## src/rtl/memory_pipeline.sv

```systemverilog
// rtl/memory_pipeline.sv - MEM stage: data-memory load/store FSM, branch resolve, MEM/WB register
// Optional build macro MISALIGN_TRAP_EN: suppresses misaligned accesses and adds misalign_W.
module memory_pipeline #(
    parameter int ADDR_W = 16
) (
    input  logic              clk,
    input  logic              reset,
    input  logic              branch_M,
    input  logic              branch_flag_M,
    input  logic              reg_we_M,
    input  logic              mem_we_M,
    input  logic              mem_re_M,
    input  logic              mem_to_reg_M,
    input  logic [4:0]        rd_M,
    input  logic [15:0]       pc_plus4M,
    input  logic [31:0]       ALU_out_M,
    input  logic [15:0]       dest_pc_M,
    input  logic [2:0]        mem_read_type_M,
    input  logic [1:0]        mem_store_type_M,
    input  logic [31:0]       reg2_din_M,
    output logic              dmem_req,
    output logic              dmem_we,
    output logic [ADDR_W-1:0] dmem_addr,
    output logic [31:0]       dmem_wdata,
    output logic [3:0]        dmem_be,
    input  logic              dmem_gnt,
    input  logic              dmem_rvalid,
    input  logic [31:0]       dmem_rdata,
    output logic              pc_src_M,
    output logic [15:0]       dest_pc_out,
    output logic              stall_M,
    output logic              reg_we_W,
    output logic              mem_to_reg_W,
    output logic [4:0]        rd_W,
    output logic [15:0]       pc_plus4W,
    output logic [31:0]       ALU_out_W,
`ifdef MISALIGN_TRAP_EN
    output logic              misalign_W,
`endif
    output logic [31:0]       read_data_W
);

    typedef enum logic [1:0] {S_IDLE, S_REQ, S_RESP} state_t;

    state_t      state_q;
    logic [1:0]  lane;
    logic        half_acc;
    logic        word_acc;
    logic        misalign;
    logic        access;
    logic        done;
    logic        req_raw;
    logic [7:0]  byte_sel;
    logic [15:0] half_sel;
    logic [31:0] load_ext;

    logic        reg_we_q;
    logic        mem_to_reg_q;
    logic [4:0]  rd_q;
    logic [15:0] pc_plus4_q;
    logic [31:0] alu_out_q;
    logic [31:0] read_data_q;

    assign lane     = ALU_out_M[1:0];
    assign half_acc = mem_re_M ? (mem_read_type_M[1:0] == 2'b01)
                               : (mem_we_M && mem_store_type_M == 2'b01);
    assign word_acc = mem_re_M ? mem_read_type_M[1]
                               : (mem_we_M && mem_store_type_M[1]);

`ifdef MISALIGN_TRAP_EN
    assign misalign = (mem_re_M | mem_we_M) &
                      ((half_acc & lane[0]) | (word_acc & (lane != 2'b00)));
`else
    assign misalign = 1'b0;
`endif

    assign access      = (mem_re_M | mem_we_M) & ~misalign;
    assign pc_src_M    = branch_M & branch_flag_M;
    assign dest_pc_out = dest_pc_M;
    assign dmem_we     = mem_we_M;

    // Without the trap, sub-word alignment bits are simply dropped on the bus.
    always_comb begin
        dmem_addr = ALU_out_M[ADDR_W-1:0];
        if (half_acc) dmem_addr[0] = 1'b0;
        if (word_acc) dmem_addr[1:0] = 2'b00;
    end

    always_comb begin
        dmem_be    = 4'b1111;
        dmem_wdata = reg2_din_M;
        if (mem_we_M) begin
            case (mem_store_type_M)
                2'b00: begin
                    dmem_be    = 4'b0001 << lane;
                    dmem_wdata = {4{reg2_din_M[7:0]}};
                end
                2'b01: begin
                    dmem_be    = 4'b0011 << {lane[1], 1'b0};
                    dmem_wdata = {2{reg2_din_M[15:0]}};
                end
                default: ;
            endcase
        end
    end

    always_comb begin
        byte_sel = dmem_rdata[{lane, 3'b000} +: 8];
        half_sel = dmem_rdata[{lane[1], 4'b0000} +: 16];
        case (mem_read_type_M[1:0])
            2'b00:   load_ext = {{24{byte_sel[7] & ~mem_read_type_M[2]}}, byte_sel};
            2'b01:   load_ext = {{16{half_sel[15] & ~mem_read_type_M[2]}}, half_sel};
            default: load_ext = dmem_rdata;
        endcase
    end

    always_comb begin
        done    = 1'b0;
        req_raw = 1'b0;
        case (state_q)
            S_IDLE: begin
                req_raw = access;
                done    = access & dmem_gnt & (mem_we_M | dmem_rvalid);
            end
            S_REQ: begin
                req_raw = 1'b1;
                done    = dmem_gnt & (mem_we_M | dmem_rvalid);
            end
            S_RESP:  done = dmem_rvalid;
            default: ;
        endcase
    end

    // Reset must drop the request in the same cycle, not at the next edge.
    assign dmem_req = req_raw & ~reset;
    assign stall_M  = access & ~done & ~reset;

    always_ff @(posedge clk or posedge reset) begin
        if (reset) begin
            state_q <= S_IDLE;
        end else begin
            case (state_q)
                S_IDLE, S_REQ: begin
                    if (!access && state_q == S_IDLE)
                        state_q <= S_IDLE;
                    else if (!dmem_gnt)
                        state_q <= S_REQ;
                    else if (mem_re_M && !dmem_rvalid)
                        state_q <= S_RESP;
                    else
                        state_q <= S_IDLE;
                end
                S_RESP:  if (dmem_rvalid) state_q <= S_IDLE;
                default: state_q <= S_IDLE;
            endcase
        end
    end

    always_ff @(posedge clk or posedge reset) begin
        if (reset) begin
            reg_we_q     <= 1'b0;
            mem_to_reg_q <= 1'b0;
            rd_q         <= '0;
            pc_plus4_q   <= '0;
            alu_out_q    <= '0;
            read_data_q  <= '0;
        end else if (stall_M) begin
            reg_we_q     <= 1'b0;
            mem_to_reg_q <= 1'b0;
        end else begin
            reg_we_q     <= reg_we_M & ~misalign;
            mem_to_reg_q <= mem_to_reg_M;
            rd_q         <= rd_M;
            pc_plus4_q   <= pc_plus4M;
            alu_out_q    <= ALU_out_M;
            read_data_q  <= mem_re_M ? load_ext : 32'h0;
        end
    end

`ifdef MISALIGN_TRAP_EN
    logic misalign_q;
    always_ff @(posedge clk or posedge reset) begin
        if (reset) misalign_q <= 1'b0;
        else       misalign_q <= misalign;
    end
    assign misalign_W = misalign_q;
`endif

    assign reg_we_W     = reg_we_q;
    assign mem_to_reg_W = mem_to_reg_q;
    assign rd_W         = rd_q;
    assign pc_plus4W    = pc_plus4_q;
    assign ALU_out_W    = alu_out_q;
    assign read_data_W  = read_data_q;

endmodule

```

## config.mk

```make
export PLATFORM = sky130hd
export DESIGN_NAME = memory_pipeline
export DESIGN_NICKNAME = d
export VERILOG_FILES = /design/src/rtl/memory_pipeline.sv
export SDC_FILE = /design/constraint.sdc
export NUM_CORES = 1
export LEC_CHECK = 0
export CORE_AREA = 2 2 120 122
export DETAILED_ROUTE_END_ITERATION = 8
export DIE_AREA = 0 0 122 124
export GPL_ROUTABILITY_DRIVEN = 0
export PLACE_DENSITY = 0.77
export SLEW_MARGIN = 20
export SYNTH_ARGS = -nofsm -noshare
export SYNTH_HDL_FRONTEND = slang
export SYNTH_SLANG_ARGS = --single-unit
```

## constraint.sdc

```tcl
create_clock -name clk -period 3.4 [get_ports clk]
set_clock_uncertainty 0.05 [all_clocks]
set_input_delay 0.85 -clock clk [delete_from_list [all_inputs] [get_ports clk]]
set_output_delay 0.85 -clock clk [all_outputs]
set_load 0.1 [all_outputs]
```

==> flow_summary.json, run 1 <==
{
  "slew_viol_final": 0,
  "setup_viol": 0,
  "area_growth_pct": 70.2,
  "start_util": 0.343,
  "fillCellCount": 1199,
  "crit_required_ns": 2.50,
  "final_area_um2": 8020,
  "yosysUniqueCellTypes": 36,
  "totalWireLength_mm": 17.2,
  "cts_buffer_depth": 2,
  "grt_usage": 0.227,
  "worst_setup_path_start_kind": "input port",
  "min_period_over_period": 0.968,
  "critPathSlowestCell": "a2111o_2",
  "drtIter0Drc": 234,
  "post-route-util": 0.585,
  "avgSynthCellArea_um2": 8.40,
  "synth_seq_cells": 89,
  "drc_errors": 0,
  "grt_overflow": 0,
  "die_area_um2": 15100,
  "ys_seq_area_frac": 0.473,
  "drtPass1Iterations": 4,
  "drtAntennaViolNets": 0,
  "placed_area_um2": 7720,
  "report.power.total_mw": 4.31,
  "worstPathMaxFanout": 5,
  "rows": 43,
  "die_x_um": 122,
  "critPathMaxStageDelay_ns": 0.50,
  "setup_tns_ns": 0,
  "layout-drive-gt1-share": 0.254,
  "setup_ws_ns": 0.110,
  "cts_setup_buffers": 0,
  "fin_crit_ns": 3.29,
  "layoutNonFillerInstCount": 976,
  "post-place-ws_ns": 0.107,
  "p_per_area_nw_per_um2": 537,
  "synth.area.top_cells": "dfrtp_1 47%, nand2_1 18%, buf_4 6.2%",
  "synthCells": 561,
  "route.vias.total": 4755,
  "holdWs_ns": 0.417,
  "numPortBuffers": 274,
  "cts-buffers-inserted": 9,
  "r2r_slack_ns": 1.13,
  "peakVddDrop_mv": 0.298,
  "rsz0062_at_grt": "false",
  "final_net_count": 939,
  "status": "complete, no violations",
  "maxCapViolCount": 0,
  "ctsHoldBuffers": 0,
  "synth_fp_nets": 709,
  "leakage_nw": 3.79,
  "h-tree-depth": 3,
  "viasPerCell": 4.87,
  "cts_resized": 0,
  "antennaDiodeCount": 0,
  "end_kind": "primary output",
  "root_buffer": "clkbuf_16",
  "antenna_found_initial": 1,
  "path_cells": "clkdlybuf4s50_1 -> or2_0 -> a2111o_2 -> clkinv_2 -> buf_12",
  "grt_pass1_vias": 4662,
  "path_clk_slew_ns": 0.06,
  "syn_area_um2": 4710,
  "dpl.hpwl_mm": 13.6,
  "grt_start_max_net_pins": 76,
  "ios": 307,
  "finalHoldViolCount": 0,
  "cts_tree": "yes",
  "yosys.area.top_type_share": 0.473,
  "critPathArrivalTime_ns": 2.39,
  "worstMarginPinSlew_ns": 0.716,
  "placedCellCount": 960,
  "synth_warnings": 0,
  "grt_first_pass_wirelength_mm": 25.7,
  "clock_sinks": 89,
  "die_y_um": 124,
  "fmax_mhz": 304,
  "core-area_um2": 13700,
  "wl_per_cell_um": 17.7,
  "max_slew_margin": 0.523,
  "critical_path_class": "in -> out",
  "hp-class": "reg -> reg",
  "clock_latency_ns": 0.34,
  "synth.largest_area_cell": "dfrtp_1"
}
==> layout make-up <==
| cell class | count | area [um2] | area share |
|---|---|---|---|
| inverters | 5 | 22.5 | 0.00281 |
| clock inverters | 7 | 78.8 | 0.00983 |
| well taps | 180 | 225 | 0.0281 |
| flip-flops and latches | 89 | 2230 | 0.278 |
| repair buffers | 296 | 3250 | 0.405 |
| clock buffers | 9 | 225 | 0.0281 |
| multi-input cells | 390 | 1990 | 0.248 |
==> logic make-up after synthesis <==
family | after synthesis | share of synthesized area
flops | 89 | 0.473
simple gates | 273 | 0.241
buf+inv | 82 | 0.112
compound gates | 92 | 0.120
mux | 25 | 0.0552
==> sequential cells by signal, indices dropped and copies added (netlist names) <==
name	count
ALU_out_W	32
mem_to_reg_W	1
pc_plus4W	16
rd_W	5
read_data_W	32
reg_we_W	1
state_q	2
==> power by group <==
part	switching, mW	internal [mW]
Combinational	1.52	0.552
Sequential	0.0602	1.17
Clock	0.426	0.577
==> placed cells by master (no fill, tap or decap), types with 2 or more instances in the layout <==
| cell | n |
|---|---|
| a21oi_1 | 2 |
| and2_1 | 3 |
| buf_12 | 56 |
| buf_4 | 109 |
| clkbuf_16 | 9 |
| clkdlybuf4s50_1 | 131 |
| clkinv_2 | 2 |
| clkinvlp_4 | 2 |
| dfrtp_1 | 89 |
| inv_1 | 3 |
| mux2_2 | 8 |
| mux2i_1 | 17 |
| nand2_1 | 232 |
| nand2b_1 | 3 |
| nor2_1 | 9 |
| nor2b_1 | 4 |
| nor3_1 | 5 |
| nor3b_1 | 3 |
| nor4_1 | 2 |
| o211ai_1 | 8 |
| o21ai_0 | 47 |
| o21ai_1 | 6 |
| o21ai_2 | 4 |
| o221ai_1 | 6 |
| o31ai_1 | 13 |
| or4b_1 | 5 |
| or4b_2 | 3 |
==> cell usage after synthesis <==
cell type / number
or2_0: 1
dfrtp_1: 89
o21ai_0: 57
buf_12: 1
o31ai_1: 13
a311oi_1: 1
o2111ai_1: 1
nor2b_1: 4
and3b_1: 1
nand2_1: 232
o211a_1: 1
nand2b_1: 3
mux2i_1: 17
o221ai_1: 6
o31ai_2: 1
nor3b_1: 3
buf_4: 39
a2111o_1: 1
or4b_1: 5
and2_1: 3
buf_2: 8
nor3_1: 6
clkbuf_2: 1
buf_1: 2
mux2_2: 8
a22oi_1: 1
or4b_2: 3
nor4_1: 2
or3_1: 1
a21oi_1: 2
inv_1: 4
buf_6: 6
o211ai_1: 8
clkbuf_1: 20
nor2_1: 9
inv_2: 1
==> worst paths after layout <==
path,startpoint,to,cells past startpoint
max,mem_we_M,stall_M,5
min,ALU_out_W[2],ALU_out_W[2],2
max reg2reg,state_q[1],read_data_W[14],7
min reg2reg,ALU_out_W[2],ALU_out_W[2],2
max in group asynchronous,reset,ALU_out_W[12],4
min in group asynchronous,reset,read_data_W[15],3
==> routing by layer <==
layer | routed length, um | vias up | GRT usage
met1 | 6120 | 2223 | 0.246
met3 | 1710 | 32 | 0.0806
li1 | - | 2275 | -
met2 | 8830 | 223 | 0.402
met5 | 14 | - | 0
met4 | 557 | 2 | 0.0991
==> critical path, delay by kind of cell <==
family                 cells  cell delay [ns]
AO/OA/AOI/OAI              1             0.50
buffers and inverters      3             0.79
AND/OR/NAND/NOR            1             0.25
Note: power is estimated with default switching activity, not from simulation.
==> inputs of run 2 (changes only) <==
--- a/config.mk
+++ b/config.mk
@@ -5,10 +5,12 @@
 export SDC_FILE = /design/constraint.sdc
 export NUM_CORES = 1
 export LEC_CHECK = 0
+export CAP_MARGIN = 20
 export CORE_AREA = 2 2 120 122
 export DETAILED_ROUTE_END_ITERATION = 8
 export DIE_AREA = 0 0 122 124
 export GPL_ROUTABILITY_DRIVEN = 0
+export GPL_TIMING_DRIVEN = 0
 export PLACE_DENSITY = 0.77
 export SLEW_MARGIN = 20
 export SYNTH_ARGS = -nofsm -noshare
==> flow_summary.json, run 2 (synthesized netlist as in run 1, its figures left out) <==
{
  "path_clk_slew_ns": 0.06,
  "setup_viol": 0,
  "start_util": 0.343,
  "end_kind": "primary output",
  "multiInputGateArea_um2": 2010,
  "critical_path_class": "in -> out",
  "crit_required_ns": 2.50,
  "viasPerCell": 4.87,
  "drtIter0Drc": 348,
  "cts_tree": "yes",
  "min_period_over_period": 0.990,
  "die_x_um": 122,
  "peakVddDrop_mv": 0.289,
  "leakage_nw": 3.77,
  "worstPathMaxFanout": 12,
  "p_per_area_nw_per_um2": 524,
  "die_area_um2": 15100,
  "totalWireLength_mm": 18.4,
  "status": "complete, no violations",
  "dpl.hpwl_mm": 14.6,
  "slew_viol_final": 0,
  "drtAntennaViolNets": 0,
  "post-route-util": 0.594,
  "drc_errors": 0,
  "cts-buffers-inserted": 9,
  "setup_tns_ns": 0,
  "clock_latency_ns": 0.35,
  "critPathArrivalTime_ns": 2.46,
  "h-tree-depth": 3,
  "core-area_um2": 13700,
  "regArea_um2": 2230,
  "ios": 307,
  "grt_overflow": 0,
  "rsz0062_at_grt": "true",
  "numPortBuffers": 287,
  "antenna_found_initial": 1,
  "grt_usage": 0.240,
  "placed_area_um2": 7880,
  "report.power.total_mw": 4.28,
  "final_net_count": 1019,
  "root_buffer": "clkbuf_16",
  "fin_crit_ns": 3.36,
  "finalHoldViolCount": 0,
  "worstMarginPinSlew_ns": 1.09,
  "hp-class": "reg -> reg",
  "max_slew_margin": 0.274,
  "cts_buffer_depth": 2,
  "route.vias.total": 5133,
  "holdWs_ns": 0.412,
  "grt_first_pass_wirelength_mm": 27.1,
  "drtPass1Iterations": 4,
  "maxCapViolCount": 0,
  "die_y_um": 124,
  "grt_start_max_net_pins": 48,
  "final_area_um2": 8160,
  "fillCellCount": 1265,
  "rows": 43,
  "fmax_mhz": 297,
  "final_cell_mix": "232 x nand2_1, 228 x clkdlybuf4s50_1, 89 x dfrtp_1",
  "wl_per_cell_um": 17.4,
  "clock_sinks": 89,
  "antennaDiodeCount": 0,
  "grt_pass1_vias": 5069,
  "worst_setup_path_start_kind": "input port",
  "layout-drive-gt1-share": 0.165,
  "final_common_cell": "nand2_1",
  "area_growth_pct": 73.1
}
==> run 2: changes by cell type in the layout (fill, tap and decap cells not counted), moves of 7 or more <==
| cell | before | now |
|---|---|---|
| clkbuf_1 | 0 | 13 |
| clkdlybuf4s50_1 | 131 | 228 |
| buf_12 | 56 | 2 |
| dlygate4sd2_1 | 0 | 26 |
| buf_2 | 0 | 11 |
| clkbuf_2 | 0 | 7 |
| buf_4 | 109 | 78 |
==> run 2: layout make-up <==
| cell class | instances | area share |
|---|---|---|
| Buffer | 74 | 0.0624 |
| Clock buffer | 10 | 0.0293 |
| Clock inverter | 3 | 0.00245 |
| Inverter | 5 | 0.00322 |
| Multi-Input combinational cell | 390 | 0.247 |
| Sequential cell | 89 | 0.273 |
| Tap cell | 180 | 0.0276 |
| Timing Repair Buffer | 302 | 0.355 |
==> run 2: what timing repair did <==
| action | 4_1_cts | 5_1_grt |
|---|---|---|
| hold buffers | 0 | 0 |
| resized for setup | 221 | 20 |
| pin swaps | 2 | 2 |
| endpoints found under the setup margin | 56 | 12 |
| setup buffers | 0 | 14 |
==> run 2: worst paths after layout <==
kind | slack (ns) | end | start | cells past startpoint
setup / recovery | 0.04 | stall_M | dmem_gnt | 8
hold / removal | 0.41 | ALU_out_W[0] | ALU_out_W[0] | 2
setup reg to reg | 1.35 | pc_plus4W[4] | state_q[1] | 11
min in group asynchronous | 0.97 | read_data_W[14] | reset | 2
hold reg to reg | 0.41 | ALU_out_W[0] | ALU_out_W[0] | 2
max in group asynchronous | 1.76 | rd_W[3] | reset | 3
==> run 2: power by group <==
group,leakage (nW),internal (mW),switching [mW]
logic,2.55,0.543,1.59
registers,1.10,1.17,0.0608
clock network,0.122,0.501,0.405
==> run 2: through the flow <==
step                instances  worst slack, ns
floorplan                 561           -0.243
global placement         1028            -1.49
detailed placement       1029            -1.45
CTS                      1039          -0.0991
global route             1053          -0.0243
finish                   1053           0.0351
==> run 2: worst max-delay path: stages <==
cell and delay [ns]:
clkdlybuf4s50_1 0.43, nor2b_1 0.15, a2111o_1 0.38, buf_6 0.14, inv_4 0.06, buf_8 0.12, buf_12 0.14, buf_12 0.17
==> run 2: routing by layer <==
metal / GRT usage / vias up / routed length [um]
met2: 0.415 / 262 / 9120
met5: 0 / - / 13
met3: 0.0852 / 38 / 1780
met4: 0.121 / 2 / 703
li1: - / 2438 / -
met1: 0.260 / 2393 / 6740
==> inputs of run 3 (changes only) <==
--- a/config.mk
+++ b/config.mk
@@ -5,7 +5,6 @@
 export SDC_FILE = /design/constraint.sdc
 export NUM_CORES = 1
 export LEC_CHECK = 0
-export CAP_MARGIN = 20
 export CORE_AREA = 2 2 120 122
 export DETAILED_ROUTE_END_ITERATION = 8
 export DIE_AREA = 0 0 122 124
==> constraint.sdc (replaced) <==
create_clock -name clk -period 3.4 [get_ports clk]
set_clock_uncertainty 0.05 [all_clocks]
set_input_delay 0.68 -clock clk [delete_from_list [all_inputs] [get_ports clk]]
set_output_delay 0.68 -clock clk [all_outputs]
set_load 0.1 [all_outputs]
==> flow_summary.json, run 3 (synthesized netlist as in run 1, its figures left out) <==
{
  "grt_overflow": 0,
  "hold_start": "ALU_out_W[22]",
  "wl_per_cell_um": 17.0,
  "antennaDiodeCount": 0,
  "rsz0062_at_grt": "false",
  "ios": 307,
  "fmax_mhz": 299,
  "h-tree-depth": 3,
  "start_util": 0.343,
  "cts-buffers-inserted": 9,
  "rows": 43,
  "hp-class": "reg -> reg",
  "holdWs_ns": 0.415,
  "leakage_nw": 3.69,
  "critPathSlowestCell": "clkdlybuf4s50_1",
  "grt_start_max_net_pins": 49,
  "fin_crit_ns": 3.35,
  "max_slew_margin": 0.277,
  "grt_usage": 0.232,
  "critPathMaxStageDelay_ns": 0.43,
  "worstSetupPathDepth": 9,
  "layout-drive-gt1-share": 0.143,
  "grt_util_met1": 0.261,
  "worstPathMaxFanout": 10,
  "setup_ws_ns": 0.0513,
  "numPortBuffers": 287,
  "maxCapViolCount": 0,
  "p_per_area_nw_per_um2": 539,
  "r2r_start": "state_q[1]",
  "path_delay_family": "buffers and inverters",
  "grtUsageMet3": 0.0733,
  "setup_tns_ns": 0,
  "dpl.hpwl_mm": 14.3,
  "crit_required_ns": 2.67,
  "worst_setup_path_start_kind": "input port",
  "critPathArrivalTime_ns": 2.62,
  "viasPerCell": 4.88,
  "cts_buffer_depth": 2,
  "totalWireLength_mm": 17.8,
  "drtAntennaViolNets": 0,
  "die_y_um": 124,
  "finalHoldViolCount": 0,
  "hold_path_depth": 2,
  "cp_common_cell": "buf_6",
  "path_cells": "clkdlybuf4s50_1 -> or2_0 -> a2111o_1 -> buf_6 -> inv_2 -> buf_6 -> buf_12 -> buf_6 -> buf_12",
  "setup_viol": 0,
  "core-area_um2": 13700,
  "peakVddDrop_mv": 0.282,
  "die_x_um": 122,
  "grt_use_met2": 0.403,
  "final_cell_mix": "253 x clkdlybuf4s50_1, 232 x nand2_1, 89 x dfrtp_1",
  "grt.busiest_layer": "met2",
  "grt_pass1_vias": 4956,
  "antenna_found_initial": 1,
  "drtIter0Drc": 271,
  "path_clk_slew_ns": 0.07,
  "grt_first_pass_wirelength_mm": 26.3,
  "post-place-ws_ns": -1.17,
  "final_net_count": 1008,
  "worstMarginPinSlew_ns": 1.08,
  "area_growth_pct": 71.7,
  "drtPass1Iterations": 5,
  "crit_buf_inv": 7,
  "root_buffer": "clkbuf_16",
  "r2r.worst_path.cells": 9,
  "drc_errors": 0,
  "cts_tree": "yes",
  "final_common_cell": "clkdlybuf4s50_1",
  "clock_latency_ns": 0.34,
  "end_kind": "primary output",
  "clock_sinks": 89,
  "slew_viol_final": 0,
  "route.vias.total": 5096,
  "status": "complete, no violations",
  "critical_path_class": "in -> out",
  "setup.worst_path.start": "dmem_rvalid",
  "min_period_over_period": 0.985,
  "die_area_um2": 15100
}
[run 3: final timing paths]
path	to	slack, ns
setup / recovery	stall_M	0.05
hold / removal	ALU_out_W[22]	0.41
setup reg to reg	rd_W[2]	1.44
hold reg to reg	ALU_out_W[22]	0.41
max in group asynchronous	ALU_out_W[10]	1.97
min in group asynchronous	state_q[1]	0.75
[run 3: where the power goes]
group | leakage (nW) | internal, mW | switching, mW
clock | 0.152 | 0.579 | 0.430
sequential | 1.10 | 1.17 | 0.0596
combinational | 2.44 | 0.531 | 1.59
[run 3: stage by stage]
step / total power [mW] / instances / utilization / cell area, um2
after floorplan: 2.77 / 561 / - / 4720
after global placement: 3.37 / 1028 / 0.570 / 7820
after detailed placement: 3.39 / 1029 / 0.572 / 7850
after CTS: 4.39 / 1045 / 0.588 / 8060
after global routing: 4.53 / 1045 / 0.590 / 8090
final: 4.36 / 1045 / 0.590 / 8090
[run 3: what timing repair did]
action | CTS | global route
hold buffers | 0 | 0
buffers inserted | 0 | 0
endpoints found under the setup margin | 32 | 13
pin swaps | 0 | 1
resized for setup | 159 | 14
[run 3: worst register-to-register path, stage by stage (launching register included)]
cell and delay (ns):
dfrtp_1 0.43, and3b_1 0.19, a2111o_1 0.37, buf_6 0.17, inv_2 0.09, buf_6 0.14
buf_12 0.14, buf_6 0.14, nand2_1 0.07, nand2_1 0.08
[run 3: metal layers]
| metal | wire (um) | up-vias |
|---|---|---|
| met2 | 8790 | 266 |
| li1 | - | 2411 |
| met5 | 11 | - |
| met3 | 1830 | 41 |
| met4 | 591 | 2 |
| met1 | 6570 | 2376 |
[run 3: final cells by class]
type	count	area, um2
Fill cell	1234	5630
Timing Repair Buffer	288	2810
Sequential cell	89	2230
Multi-Input combinational cell	390	1980
Buffer	77	520
Clock buffer	9	225
Tap cell	180	225
Clock inverter	7	77.6
Inverter	5	23.8
